[src/rtl/crtc_video_fetch.sv]
// crtc_video_fetch
//   Per-character video fetch and pixel serialiser behind a 6845-class CRTC.
//   At each character boundary the CRTC address is latched. While de_i is
//   high, two bytes are read from video RAM over a Wishbone read master.
//   The bytes fetched for character N are shifted out as 4-bit ink indices
//   during character N+1, using CPC-style mode 0/1/2 pixel packing.
//
// Ports
//   clk_i, rst_ni           system clock, async active-low reset
//   char_stb_i, pix_stb_i   character boundary pulse, pixel enable (16 per char)
//   ma_i, ra_i, de_i        CRTC memory/row address and display enable
//   hsync_i, mode_i         screen mode is sampled on the hsync rising edge
//   mem_adr_o, mem_stb_o    Wishbone read request
//   mem_ack_i, mem_dat_i    Wishbone acknowledge and read data
//   pix_ink_o, pix_de_o     registered pixel ink index and active flag
//   overrun_o, timeout_o    single-cycle error pulses
//
// Fetch FSM
//   state   | meaning
//   --------+-----------------------------------------------
//   ST_IDLE | no read in flight
//   ST_RD0  | strobing byte0 at base, waiting for ack
//   ST_RD1  | strobing byte1 at base|1, waiting for ack

module crtc_video_fetch #(
    parameter int ACK_TIMEOUT = 15
) (
    input  logic        clk_i,
    input  logic        rst_ni,
    input  logic        char_stb_i,
    input  logic        pix_stb_i,
    input  logic [13:0] ma_i,
    input  logic [4:0]  ra_i,
    input  logic        de_i,
    input  logic        hsync_i,
    input  logic [1:0]  mode_i,
    output logic [15:0] mem_adr_o,
    output logic        mem_stb_o,
    input  logic        mem_ack_i,
    input  logic [7:0]  mem_dat_i,
    output logic [3:0]  pix_ink_o,
    output logic        pix_de_o,
    output logic        overrun_o,
    output logic        timeout_o
);

    typedef enum logic [1:0] {
        ST_IDLE = 2'd0,
        ST_RD0  = 2'd1,
        ST_RD1  = 2'd2
    } state_t;

    localparam logic [3:0] TMO_LOAD = 4'(ACK_TIMEOUT - 1);

    state_t      state_q, state_d;
    logic [14:0] base_q, base_d;      // byte address bits [15:1]
    logic [3:0]  tcnt_q, tcnt_d;
    logic [7:0]  byte0_q, byte0_d;
    logic [7:0]  byte1_q, byte1_d;
    logic        valid_q, valid_d;
    logic        discard_q, discard_d;
    logic        de_char_q, de_char_d;
    logic [15:0] shift_q, shift_d;
    logic [3:0]  pcnt_q, pcnt_d;
    logic        disp_q, disp_d;
    logic [1:0]  mode_q, mode_d;
    logic        hsync_q, hsync_d;
    logic [3:0]  ink_q, ink_d;
    logic        pde_q, pde_d;
    logic        overrun_q, overrun_d;
    logic        timeout_q, timeout_d;

    // Effective pixel-path values this cycle: a coincident char_stb_i load
    // is visible to the pixel emitted in the same cycle.
    logic [15:0] cur_shift;
    logic [3:0]  cur_cnt;
    logic        cur_disp;
    logic [7:0]  cur_byte;
    logic [3:0]  ink_calc;
    logic        do_shift;

    // Address bits the CRTC drives but the memory map does not use.
    logic unused_ok;
    assign unused_ok = &{1'b0, ma_i[11:10], ra_i[4:3]};

    always_comb begin
        state_d   = state_q;
        base_d    = base_q;
        tcnt_d    = tcnt_q;
        byte0_d   = byte0_q;
        byte1_d   = byte1_q;
        valid_d   = valid_q;
        discard_d = discard_q;
        de_char_d = de_char_q;
        overrun_d = 1'b0;
        timeout_d = 1'b0;

        case (state_q)
            ST_IDLE: begin
                if (char_stb_i && de_i) begin
                    state_d   = ST_RD0;
                    base_d    = {ma_i[13:12], ra_i[2:0], ma_i[9:0]};
                    tcnt_d    = TMO_LOAD;
                    discard_d = 1'b0;
                end
            end
            ST_RD0: begin
                if (mem_ack_i) begin
                    byte0_d = mem_dat_i;
                    tcnt_d  = TMO_LOAD;
                    state_d = ST_RD1;
                end else if (tcnt_q == 4'd0) begin
                    timeout_d = 1'b1;
                    state_d   = ST_IDLE;
                end else begin
                    tcnt_d = tcnt_q - 4'd1;
                end
            end
            ST_RD1: begin
                if (mem_ack_i) begin
                    byte1_d = mem_dat_i;
                    valid_d = ~discard_q;
                    state_d = ST_IDLE;
                end else if (tcnt_q == 4'd0) begin
                    timeout_d = 1'b1;
                    state_d   = ST_IDLE;
                end else begin
                    tcnt_d = tcnt_q - 4'd1;
                end
            end
            default: state_d = ST_IDLE;
        endcase

        // A boundary during a fetch marks its result stale; valid is also
        // cleared below, which covers a completion in this same cycle.
        if (char_stb_i && state_q != ST_IDLE) begin
            overrun_d = 1'b1;
            discard_d = 1'b1;
        end

        if (char_stb_i) begin
            de_char_d = de_i & (state_q == ST_IDLE);
            valid_d   = 1'b0;
        end
    end

    always_comb begin
        shift_d  = shift_q;
        pcnt_d   = pcnt_q;
        disp_d   = disp_q;
        ink_d    = ink_q;
        pde_d    = pde_q;
        mode_d   = mode_q;
        hsync_d  = hsync_i;
        do_shift = 1'b0;

        if (hsync_i && !hsync_q) begin
            mode_d = mode_i;
        end

        cur_shift = shift_q;
        cur_cnt   = pcnt_q;
        cur_disp  = disp_q;
        if (char_stb_i) begin
            cur_shift = valid_q ? {byte0_q, byte1_q} : 16'h0000;
            cur_cnt   = 4'd0;
            cur_disp  = valid_q & de_char_q;
        end
        cur_byte = cur_shift[15:8];

        case (mode_q)
            2'd2:    ink_calc = {3'b000, cur_byte[7]};
            2'd1:    ink_calc = {2'b00, cur_byte[3], cur_byte[7]};
            default: ink_calc = {cur_byte[1], cur_byte[5], cur_byte[3], cur_byte[7]};
        endcase

        // Shift cadence: every strobe (mode 2), every 2nd (mode 1), every 4th (mode 0/3).
        case (mode_q)
            2'd2:    do_shift = 1'b1;
            2'd1:    do_shift = cur_cnt[0];
            default: do_shift = &cur_cnt[1:0];
        endcase

        shift_d = cur_shift;
        pcnt_d  = cur_cnt;
        disp_d  = cur_disp;

        if (pix_stb_i) begin
            ink_d = cur_disp ? ink_calc : 4'd0;
            pde_d = cur_disp;
            if (cur_cnt == 4'd15) begin
                // Saturated: extra strobes repeat the last pixel.
                shift_d = cur_shift;
            end else begin
                pcnt_d = cur_cnt + 4'd1;
                if (cur_cnt == 4'd7) begin
                    shift_d = {cur_shift[7:0], 8'h00};
                end else if (do_shift) begin
                    // Only the displayed byte shifts; byte1 waits untouched.
                    shift_d = {cur_shift[14:8], 1'b0, cur_shift[7:0]};
                end
            end
        end
    end

    always_ff @(posedge clk_i or negedge rst_ni) begin
        if (!rst_ni) begin
            state_q   <= ST_IDLE;
            base_q    <= '0;
            tcnt_q    <= '0;
            byte0_q   <= '0;
            byte1_q   <= '0;
            valid_q   <= 1'b0;
            discard_q <= 1'b0;
            de_char_q <= 1'b0;
            shift_q   <= '0;
            pcnt_q    <= '0;
            disp_q    <= 1'b0;
            mode_q    <= '0;
            hsync_q   <= 1'b0;
            ink_q     <= '0;
            pde_q     <= 1'b0;
            overrun_q <= 1'b0;
            timeout_q <= 1'b0;
        end else begin
            state_q   <= state_d;
            base_q    <= base_d;
            tcnt_q    <= tcnt_d;
            byte0_q   <= byte0_d;
            byte1_q   <= byte1_d;
            valid_q   <= valid_d;
            discard_q <= discard_d;
            de_char_q <= de_char_d;
            shift_q   <= shift_d;
            pcnt_q    <= pcnt_d;
            disp_q    <= disp_d;
            mode_q    <= mode_d;
            hsync_q   <= hsync_d;
            ink_q     <= ink_d;
            pde_q     <= pde_d;
            overrun_q <= overrun_d;
            timeout_q <= timeout_d;
        end
    end

    // Strobe decoded straight from the state flop so reset drops it at once.
    assign mem_stb_o = (state_q != ST_IDLE);
    assign mem_adr_o = {base_q, (state_q == ST_RD1)};
    assign pix_ink_o = ink_q;
    assign pix_de_o  = pde_q;
    assign overrun_o = overrun_q;
    assign timeout_o = timeout_q;

endmodule

[config.mk]
export PLATFORM = sky130hd
export DESIGN_NAME = crtc_video_fetch
export DESIGN_NICKNAME = d
export VERILOG_FILES = /design/src/rtl/crtc_video_fetch.sv
export SDC_FILE = /design/constraint.sdc
export NUM_CORES = 1
export LEC_CHECK = 0
export CAP_MARGIN = 30
export CORE_ASPECT_RATIO = 1.2
export CORE_UTILIZATION = 30
export CTS_BUF_LIST = sky130_fd_sc_hd__clkbuf_8
export CTS_CLUSTER_SIZE = 28
export DETAILED_ROUTE_END_ITERATION = 7
export PLACE_DENSITY = 0.49
export SLEW_MARGIN = 20
export SYNTH_ARGS = -nofsm -noshare
export SYNTH_HDL_FRONTEND = slang
export SYNTH_SLANG_ARGS = --single-unit
[constraint.sdc]
create_clock -name clk_i -period 2 [get_ports clk_i]
set_input_delay 0.2 -clock clk_i [delete_from_list [all_inputs] [get_ports clk_i]]
set_output_delay 0.2 -clock clk_i [all_outputs]
set_load 0.01 [all_outputs]
# Word-level counts from Yosys, hierarchy flattened
# Cells that the tools add are included.
[totals]
elab_cells = 83
inputBits = 36
regBits = 71
[op_classes]
n_bitwise = 3
addsub = 2
n_reduce_logical = 20
muxes = 33
n_eq_ne = 8
[op_table]
columns = ["op", "n"]
rows = [
  ["2-to-1 mux 16 bit", 6],
  ["2-to-1 mux 4 bit", 8],
  ["case mux 4 bit (3 select lines)", 1],
  ["AND reduction 2 bit", 6],
  ["2-to-1 mux 1 bit", 11],
  ["nonzero test 2 bit", 5],
  ["2-to-1 mux 2 bit", 4],
  ["case mux 4 bit (2 select lines)", 1],
  ["case mux 2 bit (3 select lines)", 1],
  ["adder 4 x 1 -> 4 bit (second input constant)", 1],
  ["== test 2 x 1 -> 1 bit (second input constant)", 2],
  ["== test 2 bit (second input constant)", 2],
  ["== test 4 x 3 -> 1 bit (second input constant)", 1],
  ["== test 4 bit (second input constant)", 1],
  ["zero test 4 bit", 1],
  ["!= test 2 bit (second input constant)", 2],
  ["subtractor 4 x 1 -> 4 bit (second input constant)", 1],
  ["logical AND 1 bit", 3],
  ["AND reduction 3 bit", 1],
  ["nonzero test 3 bit", 1],
  ["AND 1 bit", 2],
  ["zero test 2 bit", 1],
  ["case mux 1 bit (2 select lines)", 1],
  ["OR reduction 2 bit", 1],
  ["2 further kinds", 2],
]

# Logic depth before layout (Yosys ltp)
# Gate-level depths: netlist (run 1).
[depth]
depth_word = 7
ltp_mapped = 8
depth_no_buf = 6

# Worst setup path before layout (run 1)
# OpenSTA, ideal clock, no wires.
[synth_timing]
path_type = "reg-to-reg"
start = "register pcnt_q[0]"
end = "register shift_q[15]"
required_ps = 1874
arrival_time_ps = 1543
synth_period_minus_slack_ps = 1669
path_slack_ps = 331
path_stages_with_launch = 8
path_cell_list = "dfrtp_1 nor2b_1 ha_1 nor2b_1 a21oi_1 and3_1 buf_2 a221o_1"
[synth_via]
elab_chain_cells = 7
word_cells_on_any_way = 9
classes_between = "eq/ne: 2; mux: 6; reduce/logical: 1"
[synth_rtl]
columns = ["element", "line", "text"]
rows = [
  ["start, declared", "64", "logic [3:0] pcnt_q, pcnt_d;"],
  ["start signal, assigned", "235", "pcnt_q <= pcnt_d;"],
  ["2-to-1 mux 4 bit (*)", "164", "if (char_stb_i) begin"],
  ["AND reduction 2 bit", "181", "default: do_shift = &cur_cnt[1:0];"],
  ["case mux 1 bit (2 select lines)", "178", "case (mode_q)"],
  ["2-to-1 mux 16 bit", "198", "end else if (do_shift) begin"],
  ["2-to-1 mux 16 bit", "196", "if (cur_cnt == 4'd7) begin"],
  ["2-to-1 mux 16 bit (*)", "191", "if (cur_cnt == 4'd15) begin"],
  ["2-to-1 mux 16 bit (*)", "188", "if (pix_stb_i) begin"],
  ["net shift_d[15]", "63", "logic [15:0] shift_q, shift_d;"],
  ["end signal, assigned", "234", "shift_q <= shift_d;"],
  ["end, declared", "63", ""],
]
# The timed path passes the listed nets; every way through them passes the cells marked *.
# A chain may end at the register's enable or synchronous reset.

# Final worst setup path (run 1)
[layout_timing]
start = "register state_q[0]"
end = "output mem_adr_o[0]"
[layout_via]
elab_chain_cells = 1
[layout_rtl]
columns = ["element", "line", "text"]
rows = [
  ["start, declared", "55", "state_t state_q, state_d;"],
  ["start signal, assigned", "226", "state_q <= state_d;"],
  ["== test 2 bit", "248", "assign mem_adr_o = {base_q, (state_q == ST_RD1)};"],
  ["end, declared", "37", "output logic [15:0] mem_adr_o,"],
]
# No other way between the ends.

==> run_summary.xml, run 1 <==
<?xml version="1.0" encoding="UTF-8"?>
<metrics>
  <group name="run_status">
    <metric name="outcome" unit="">finished, final reports clean</metric>
  </group>
  <group name="worst_setup_path">
    <metric name="timing.critical_path.required" unit="ns">1.80</metric>
    <metric name="crit_fanout" unit="">5</metric>
    <metric name="origin_of_the_critical_flop_to_flop_path" unit="">pcnt_q[0]$_DFF_PN0_</metric>
    <metric name="timing_worst_setup_path_type" unit="">reg -&gt; out</metric>
    <metric name="worst_setup_path_startpoint" unit="">state_q[0]$_DFFE_PN0P_</metric>
    <metric name="sort_of_element_at_the_end_of_the_critical_path" unit="">output port</metric>
    <metric name="critPathLaunchType" unit="">flip-flop</metric>
    <metric name="worst_ep_arrival_time" unit="ns">1.69</metric>
  </group>
  <group name="pwr">
    <metric name="vdd_drop_max" unit="uV">522.6</metric>
    <metric name="combPwrFrac" unit="%">35.0</metric>
    <metric name="power_density" unit="mW/mm2">1151</metric>
    <metric name="p_leak" unit="uW">0.001800</metric>
    <metric name="power.share.switching" unit="%">31.01</metric>
    <metric name="seq_power_share" unit="%">45.7</metric>
    <metric name="p_switching" unit="uW">1469</metric>
    <metric name="clock_power_share" unit="%">19.3</metric>
    <metric name="internal-power" unit="uW">3269</metric>
  </group>
  <group name="drt">
    <metric name="detailroute.via_count" unit="">2190</metric>
    <metric name="drc" unit="">0</metric>
    <metric name="wire_per_inst" unit="um">15.06</metric>
    <metric name="drt-vias-per-instance" unit="">4.845</metric>
    <metric name="firstDrtPassIters" unit="">7</metric>
    <metric name="drt_first_iter_violations" unit="">88</metric>
    <metric name="antenna_left" unit="">0</metric>
    <metric name="route.final.wire_length" unit="um">6807</metric>
  </group>
  <group name="synthesis">
    <metric name="netlist_instances" unit="">249</metric>
    <metric name="postSynthNetCount" unit="">293</metric>
    <metric name="synth.ff_latch_count" unit="">71</metric>
    <metric name="synth-main-ff-cell" unit="">dfrtp_1</metric>
    <metric name="avgSynthCellArea" unit="um2">12.68</metric>
    <metric name="synth.lib_cells_used.distinct" unit="">52</metric>
    <metric name="proportion_of_register_bits_with_asynchronous_set_or_reset_after_synthesis" unit="%">100.0</metric>
    <metric name="synth.cell_area" unit="mm2">0.003158</metric>
    <metric name="synth_seq_area_share" unit="%">56.26</metric>
    <metric name="synth.largest_area_cell" unit="">dfrtp_1</metric>
    <metric name="synth.area.top_cells" unit="">dfrtp_1 (56%), mux2_2 (6.4%), mux2_1 (5.7%), ha_1 (3.2%), a22oi_1 (2.1%)</metric>
    <metric name="synth_enable_flop_cells" unit="">0</metric>
    <metric name="warning_count_from_the_yosys_run" unit="">0</metric>
    <metric name="synthDominantCellAreaShare" unit="%">56.26</metric>
  </group>
  <group name="global_route">
    <metric name="grt_pass1_wl" unit="um">11300</metric>
    <metric name="grt_pass1_vias" unit="">2305</metric>
    <metric name="grt_overflow_total" unit="">0</metric>
    <metric name="grt_util_all_layers" unit="%">13.90</metric>
    <metric name="grt_start_max_net_pins" unit="">37</metric>
    <metric name="antenna_found_initial" unit="">0</metric>
  </group>
  <group name="cells_and_area">
    <metric name="final_cell_area" unit="mm2">0.004115</metric>
    <metric name="regArea" unit="mm2">0.001777</metric>
    <metric name="final_net_count" unit="">367</metric>
    <metric name="filler_cell_count" unit="">984</metric>
    <metric name="stdcell_count" unit="">452</metric>
    <metric name="multi_input_area" unit="mm2">0.001245</metric>
    <metric name="areaGrowthSynthToFinish" unit="%">30.31</metric>
    <metric name="layout_cell_share_with_drive_strength_beyond_1" unit="%">19.02</metric>
    <metric name="diodes" unit="">0</metric>
  </group>
  <group name="floorplan">
    <metric name="pin_count" unit="">60</metric>
    <metric name="die_width" unit="um">95.66</metric>
    <metric name="placeable_core_area" unit="mm2">0.01011</metric>
    <metric name="initial_utilization" unit="%">31.24</metric>
    <metric name="chipHeight" unit="um">114.4</metric>
    <metric name="dieArea" unit="mm2">0.01094</metric>
    <metric name="core.rowCount" unit="">40</metric>
  </group>
  <group name="timing">
    <metric name="relSlewSlack" unit="%">69.79</metric>
    <metric name="max_slew.worst_pin.slew" unit="ns">0.4532</metric>
    <metric name="final.period_utilization" unit="%">94.34</metric>
    <metric name="timing.final.setup_violations" unit="">0</metric>
    <metric name="fmax" unit="MHz">530.0</metric>
    <metric name="timing.final.crit_period" unit="ns">1.887</metric>
    <metric name="drv_slew" unit="">0</metric>
    <metric name="final_hold_viol_count" unit="">0</metric>
    <metric name="clock-skew-final" unit="ns">0.01496</metric>
    <metric name="grt_setup_unrepaired" unit="">false</metric>
  </group>
  <group name="clock_network">
    <metric name="ctsRootBufferMaster" unit="">clkbuf_8</metric>
    <metric name="tritoncts.num_buffers" unit="">9</metric>
    <metric name="cts_htree_levels" unit="">3</metric>
    <metric name="cts.sink_count" unit="">71</metric>
    <metric name="clock_latency" unit="ns">0.35</metric>
    <metric name="tritoncts_clock_tree" unit="">done</metric>
    <metric name="clock_path_buffers" unit="">2</metric>
    <metric name="worst_setup_hold_path_clk_slew" unit="ns">0.07</metric>
  </group>
  <group name="placement">
    <metric name="place_congestion" unit="">0.7390</metric>
    <metric name="hpwl" unit="um">4739</metric>
    <metric name="numPortBuffers" unit="">55</metric>
    <metric name="placedCellCount" unit="">436</metric>
    <metric name="detailed_place.area" unit="mm2">0.003948</metric>
  </group>
  <group name="min_path">
    <metric name="worstHoldPathType" unit="">in -&gt; async</metric>
  </group>
  <group name="flow_run">
    <metric name="maxCapViolCount" unit="">0</metric>
  </group>
</metrics>
[path summary, 6_finish.rpt]
check                                      endpoint  slack (ns)  cells after the start
max in group asynchronous    byte1_q[2]$_DFFE_PN0P_        1.16                      3
max reg2reg                   shift_q[10]$_DFF_PN0_        0.16                      6
min in group clk_i                hsync_q$_DFF_PN0_        0.32                      1
max                                    mem_adr_o[0]        0.11                      3
min reg2reg                     valid_q$_DFFE_PN0P_        0.47                      1
min                        pix_ink_o[1]$_DFFE_PN0P_        0.19                      2
[repair_timing]
action	4_1_cts	5_1_grt
gates resized for setup	1	1
hold endpoints to repair	71	0
setup endpoints to repair	1	1
hold buffers	1	0
buffers inserted	0	1
[metrics by stage]
stage	total power, uW	setup TNS [ns]	hold slack [ns]	setup slack [ns]	util [%]
3_3_place_gp	3835	-0.3063	0.01098	-0.05060	39.05
6_report	4738	0	0.1851	0.1132	40.71
4_1_cts	4825	0	0.1777	0.07725	40.61
3_5_place_dp	3866	-0.5742	0.006958	-0.08250	39.05
2_1_floorplan	3108	0	-0.09559	0.3312	-
5_1_grt	5091	0	0.1862	0.004434	40.71
[flip-flops by register name, summed over array words and instances, names as in the netlist]
signal     cells
shift_q       16
base_q        15
byte0_q        8
byte1_q        8
pcnt_q         4
pix_ink_o      4
tcnt_q         4
mode_q         2
state_q        2
de_char_q      1
discard_q      1
disp_q         1
hsync_q        1
overrun_o      1
pix_de_o       1
timeout_o      1
valid_q        1
[synthesized netlist by cell type, types with 2 or more instances]
cell / n
dfrtp_1: 71
mux2_2: 18
inv_1: 16
mux2_1: 16
nor2_1: 14
a22oi_1: 9
ha_1: 8
nand2_1: 8
a21oi_1: 6
buf_2: 6
nor2b_1: 6
a222oi_1: 5
o21ai_1: 5
a22o_1: 4
a22oi_2: 4
o21ai_0: 4
mux2i_1: 3
nand2b_1: 3
nand3b_1: 3
buf_6: 2
inv_2: 2
nand4_1: 2
nor3_1: 2
nor3b_2: 2
o22a_1: 2
o22ai_1: 2
[cell type report]
cell class                      count  area share, %
Clock buffer                        9          3.010
Clock inverter                      5         0.5169
Inverter                           18          1.642
Multi-Input combinational cell    150          30.25
Sequential cell                    71          43.17
Tap cell                          126          3.831
Timing Repair Buffer               73          17.57
[per-layer routing]
metal / track usage (%) / vias to the layer above / part of all wire [%]
li1: - / 1047 / -
met1: 16.86 / 1084 / 44
met2: 22.43 / 47 / 49
met3: 4.515 / 12 / 5.1
met4: 5.970 / 0 / 1.9
met5: 0 / - / 0
[cells by family after synthesis]
kind of cell | share of synthesized area, %
muxes | 13.07
buffers and inverters | 4.398
xor gates and xnor gates | 0.2774
and+or+nand+nor | 9.708
adders and majority gates | 3.170
AOI/OAI and AO/OA | 13.11
DFF | 56.26
[power groups by stage]
| stage | Clock [uW] | Combinational, uW | Sequential (uW) |
|---|---|---|---|
| after floorplan | 0 | 894 | 2210 |
| after global placement | 0 | 1640 | 2190 |
| after detailed placement | 0 | 1670 | 2190 |
| after CTS | 967 | 1680 | 2180 |
| after global routing | 1030 | 1830 | 2230 |
| final | 914 | 1660 | 2170 |
[worst max-delay path: stages, from the launching register on]
cell and delay [ns]:
dfrtp_1 0.41, inv_1 0.12, ha_2 0.26, clkdlybuf4s50_1 0.55
[layout by cell type, fill, tap and decap left out, types with 2 or more instances in the layout]
cell              n
a22oi_2           4
nand3b_1          3
buf_12            3
nand4_1           2
dfrtp_1          71
o21ai_0           4
nor2_1           14
clkinv_2          2
a22o_1            4
nor3_1            2
mux2i_1           3
mux2_1           16
a22oi_1           9
o21ai_1           5
mux2_2           18
a21oi_1           6
buf_4            14
o22ai_1           2
nor2b_1           6
inv_1            19
clkbuf_8          9
nor3b_2           2
nand2_1           8
clkdlybuf4s50_1  53
o22a_1            2
nand2b_1          3
a222oi_1          5
ha_1              7
inv_2             2
Note: power is estimated with default switching activity, not from simulation.
==> run 2: changes to the inputs <==
Settings changed: CORE_MARGIN from default to 4.
==> run 2 against run 1 <==
Compared with the run above:
- setup slack improved by 0.0038 ns
- wire length decreased by 0.65%
- cell area increased by 1.5%
- critical path type unchanged
==> run_summary.xml, run 2 (synthesized netlist as in run 1, its figures left out) <==
<?xml version="1.0" encoding="UTF-8"?>
<metrics>
  <group name="timing">
    <metric name="fmax" unit="MHz">531.1</metric>
    <metric name="final.period_utilization" unit="%">94.15</metric>
    <metric name="timing.final.crit_period" unit="ns">1.883</metric>
    <metric name="clock-skew-final" unit="ns">0.01202</metric>
    <metric name="drv_slew" unit="">0</metric>
    <metric name="grt_setup_unrepaired" unit="">false</metric>
    <metric name="max_slew.worst_pin.slew" unit="ns">0.4340</metric>
    <metric name="setup_ws" unit="ns">0.1169</metric>
    <metric name="whs" unit="ns">0.3120</metric>
    <metric name="timing.final.setup_violations" unit="">0</metric>
    <metric name="relSlewSlack" unit="%">70.94</metric>
    <metric name="final_hold_viol_count" unit="">0</metric>
  </group>
  <group name="drt">
    <metric name="drt-vias-per-instance" unit="">4.765</metric>
    <metric name="wire_per_inst" unit="um">15.00</metric>
    <metric name="firstDrtPassIters" unit="">4</metric>
    <metric name="route.final.wire_length" unit="um">6763</metric>
    <metric name="detailroute.via_count" unit="">2149</metric>
    <metric name="antenna_left" unit="">0</metric>
    <metric name="drt_first_iter_violations" unit="">83</metric>
    <metric name="drc" unit="">0</metric>
  </group>
  <group name="worst_setup_path">
    <metric name="reg2reg_depth" unit="">6</metric>
    <metric name="timing.critical_path.required" unit="ns">1.80</metric>
    <metric name="crit_chain" unit="">inv_1, ha_2, clkdlybuf4s50_1</metric>
    <metric name="critPathLaunchType" unit="">flip-flop</metric>
    <metric name="worst_ep_arrival_time" unit="ns">1.68</metric>
    <metric name="critical_path.slowest_cell" unit="">clkdlybuf4s50_1</metric>
    <metric name="sort_of_element_at_the_end_of_the_critical_path" unit="">output port</metric>
    <metric name="crit_fanout" unit="">5</metric>
    <metric name="worst_setup_path_startpoint" unit="">state_q[0]$_DFFE_PN0P_</metric>
    <metric name="origin_of_the_critical_flop_to_flop_path" unit="">mode_q[0]$_DFFE_PN0P_</metric>
    <metric name="timing_worst_setup_path_type" unit="">reg -&gt; out</metric>
    <metric name="critical-path-max-stage-delay" unit="ns">0.56</metric>
  </group>
  <group name="clock_network">
    <metric name="worst_setup_hold_path_clk_slew" unit="ns">0.07</metric>
    <metric name="tritoncts_clock_tree" unit="">done</metric>
    <metric name="cts.sink_count" unit="">71</metric>
    <metric name="ctsRootBufferMaster" unit="">clkbuf_8</metric>
    <metric name="clock_path_buffers" unit="">2</metric>
    <metric name="cts_htree_levels" unit="">3</metric>
    <metric name="clock_latency" unit="ns">0.35</metric>
    <metric name="tritoncts.num_buffers" unit="">9</metric>
  </group>
  <group name="placement">
    <metric name="place_worst_setup_slack" unit="ns">-0.08290</metric>
    <metric name="placedCellCount" unit="">434</metric>
    <metric name="numPortBuffers" unit="">55</metric>
    <metric name="hpwl" unit="um">4704</metric>
    <metric name="place_congestion" unit="">0.8114</metric>
  </group>
  <group name="flow_run">
    <metric name="maxCapViolCount" unit="">0</metric>
  </group>
  <group name="floorplan">
    <metric name="pin_count" unit="">60</metric>
    <metric name="dieArea" unit="mm2">0.01224</metric>
    <metric name="chipHeight" unit="um">120.4</metric>
    <metric name="die_width" unit="um">101.7</metric>
    <metric name="placeable_core_area" unit="mm2">0.01016</metric>
    <metric name="core.rowCount" unit="">40</metric>
    <metric name="initial_utilization" unit="%">31.08</metric>
  </group>
  <group name="pwr">
    <metric name="vdd_drop_max" unit="uV">605.5</metric>
    <metric name="p_leak" unit="uW">0.001819</metric>
    <metric name="p_total" unit="uW">5239</metric>
    <metric name="power_density" unit="mW/mm2">1254</metric>
  </group>
  <group name="global_route">
    <metric name="grt_pass1_vias" unit="">2361</metric>
    <metric name="grt_overflow_total" unit="">0</metric>
    <metric name="grt_pass1_wl" unit="um">11470</metric>
    <metric name="grt_start_max_net_pins" unit="">72</metric>
    <metric name="grt_util_all_layers" unit="%">12.21</metric>
    <metric name="antenna_found_initial" unit="">0</metric>
  </group>
  <group name="cells_and_area">
    <metric name="areaGrowthSynthToFinish" unit="%">32.29</metric>
    <metric name="register_ranked_first_by_flip_flop_count" unit="">shift_q</metric>
    <metric name="final_net_count" unit="">364</metric>
    <metric name="largest_registers" unit="">shift_q: 16 flops, base_q: 15 flops</metric>
    <metric name="stdcell_count" unit="">451</metric>
    <metric name="most_used_cells_in_the_layout_excluding_fill_and_tap_cells" unit="">dfrtp_1 (71), clkdlybuf4s50_1 (53), mux2_2 (18), inv_1 (16), mux2_1 (16)</metric>
    <metric name="layout_commonest_cell" unit="">dfrtp_1</metric>
    <metric name="layout_cell_share_with_drive_strength_beyond_1" unit="%">19.69</metric>
    <metric name="max_reg_flops" unit="">16</metric>
    <metric name="diodes" unit="">0</metric>
  </group>
  <group name="min_path">
    <metric name="worstHoldPathType" unit="">in -&gt; reg</metric>
    <metric name="worst_hold_startpoint" unit="">hsync_i</metric>
    <metric name="timing.hold.worst_path_depth" unit="">1</metric>
  </group>
  <group name="run_status">
    <metric name="outcome" unit="">finished, final reports clean</metric>
  </group>
</metrics>
-- run 2: cell count changes in the layout (fill, tap and decap cells not counted), sizes merged --
cell | previous run | this run
inv | 21 | 18
bufinv | 0 | 3
buf | 18 | 15
clkbuf | 9 | 11
-- run 2: area by class of cell --
type,count,area (um2)
Clock inverter,5,103.9
Inverter,18,67.56
Clock buffer,11,151.4
Timing Repair Buffer,70,675.6
Fill cell,1000,5982
Multi-Input combinational cell,150,1245
Sequential cell,71,1777
Tap cell,126,157.7
-- run 2: path summary, 6_finish.rpt --
kind	endpoint	slack, ns
min in group asynchronous	tcnt_q[3]$_DFFE_PN0P_	0.40
max reg2reg	shift_q[9]$_DFF_PN0_	0.17
min	hsync_q$_DFF_PN0_	0.31
max in group asynchronous	shift_q[1]$_DFF_PN0_	1.28
min reg2reg	valid_q$_DFFE_PN0P_	0.48
max	mem_adr_o[0]	0.12
-- run 2: through the flow --
step | setup TNS (ns) | instance area [um2] | utilization [%]
floorplan | 0 | 3158 | -
global placement | -0.3564 | 3908 | 38.46
detailed placement | -0.6248 | 3908 | 38.46
CTS | 0 | 4173 | 41.07
global route | 0 | 4178 | 41.12
finish | 0 | 4178 | 41.12
-- run 2: where the power goes --
group	total (uW)	internal, uW	switching, uW
registers	2160	1900	259
logic	1630	932	698
clock network	1450	897	550
total	5240	3730	1510
-- run 2: timing repair --
item                                    4_1_cts  5_1_grt
hold buffers                                  1        0
endpoints found under the setup margin        0        2
setup buffers                                 0        0
endpoints found under the hold margin        71        0
gates resized for setup                       0        2
-- run 2: layer usage --
layer	GRT usage, %	vias to the layer above	wire length [um]
li1	-	1034	-
met1	14.93	1056	2981
met2	18.90	46	3204
met3	4.155	13	387
met4	6.318	0	189
met5	0	-	0
-- run 2: worst max-delay path, delay by kind of cell, from the launching register on --
| family | cells | cell delay, ns |
|---|---|---|
| adders and majority gates | 1 | 0.25 |
| buffers and inverters | 2 | 0.67 |
| DFF | 1 | 0.41 |
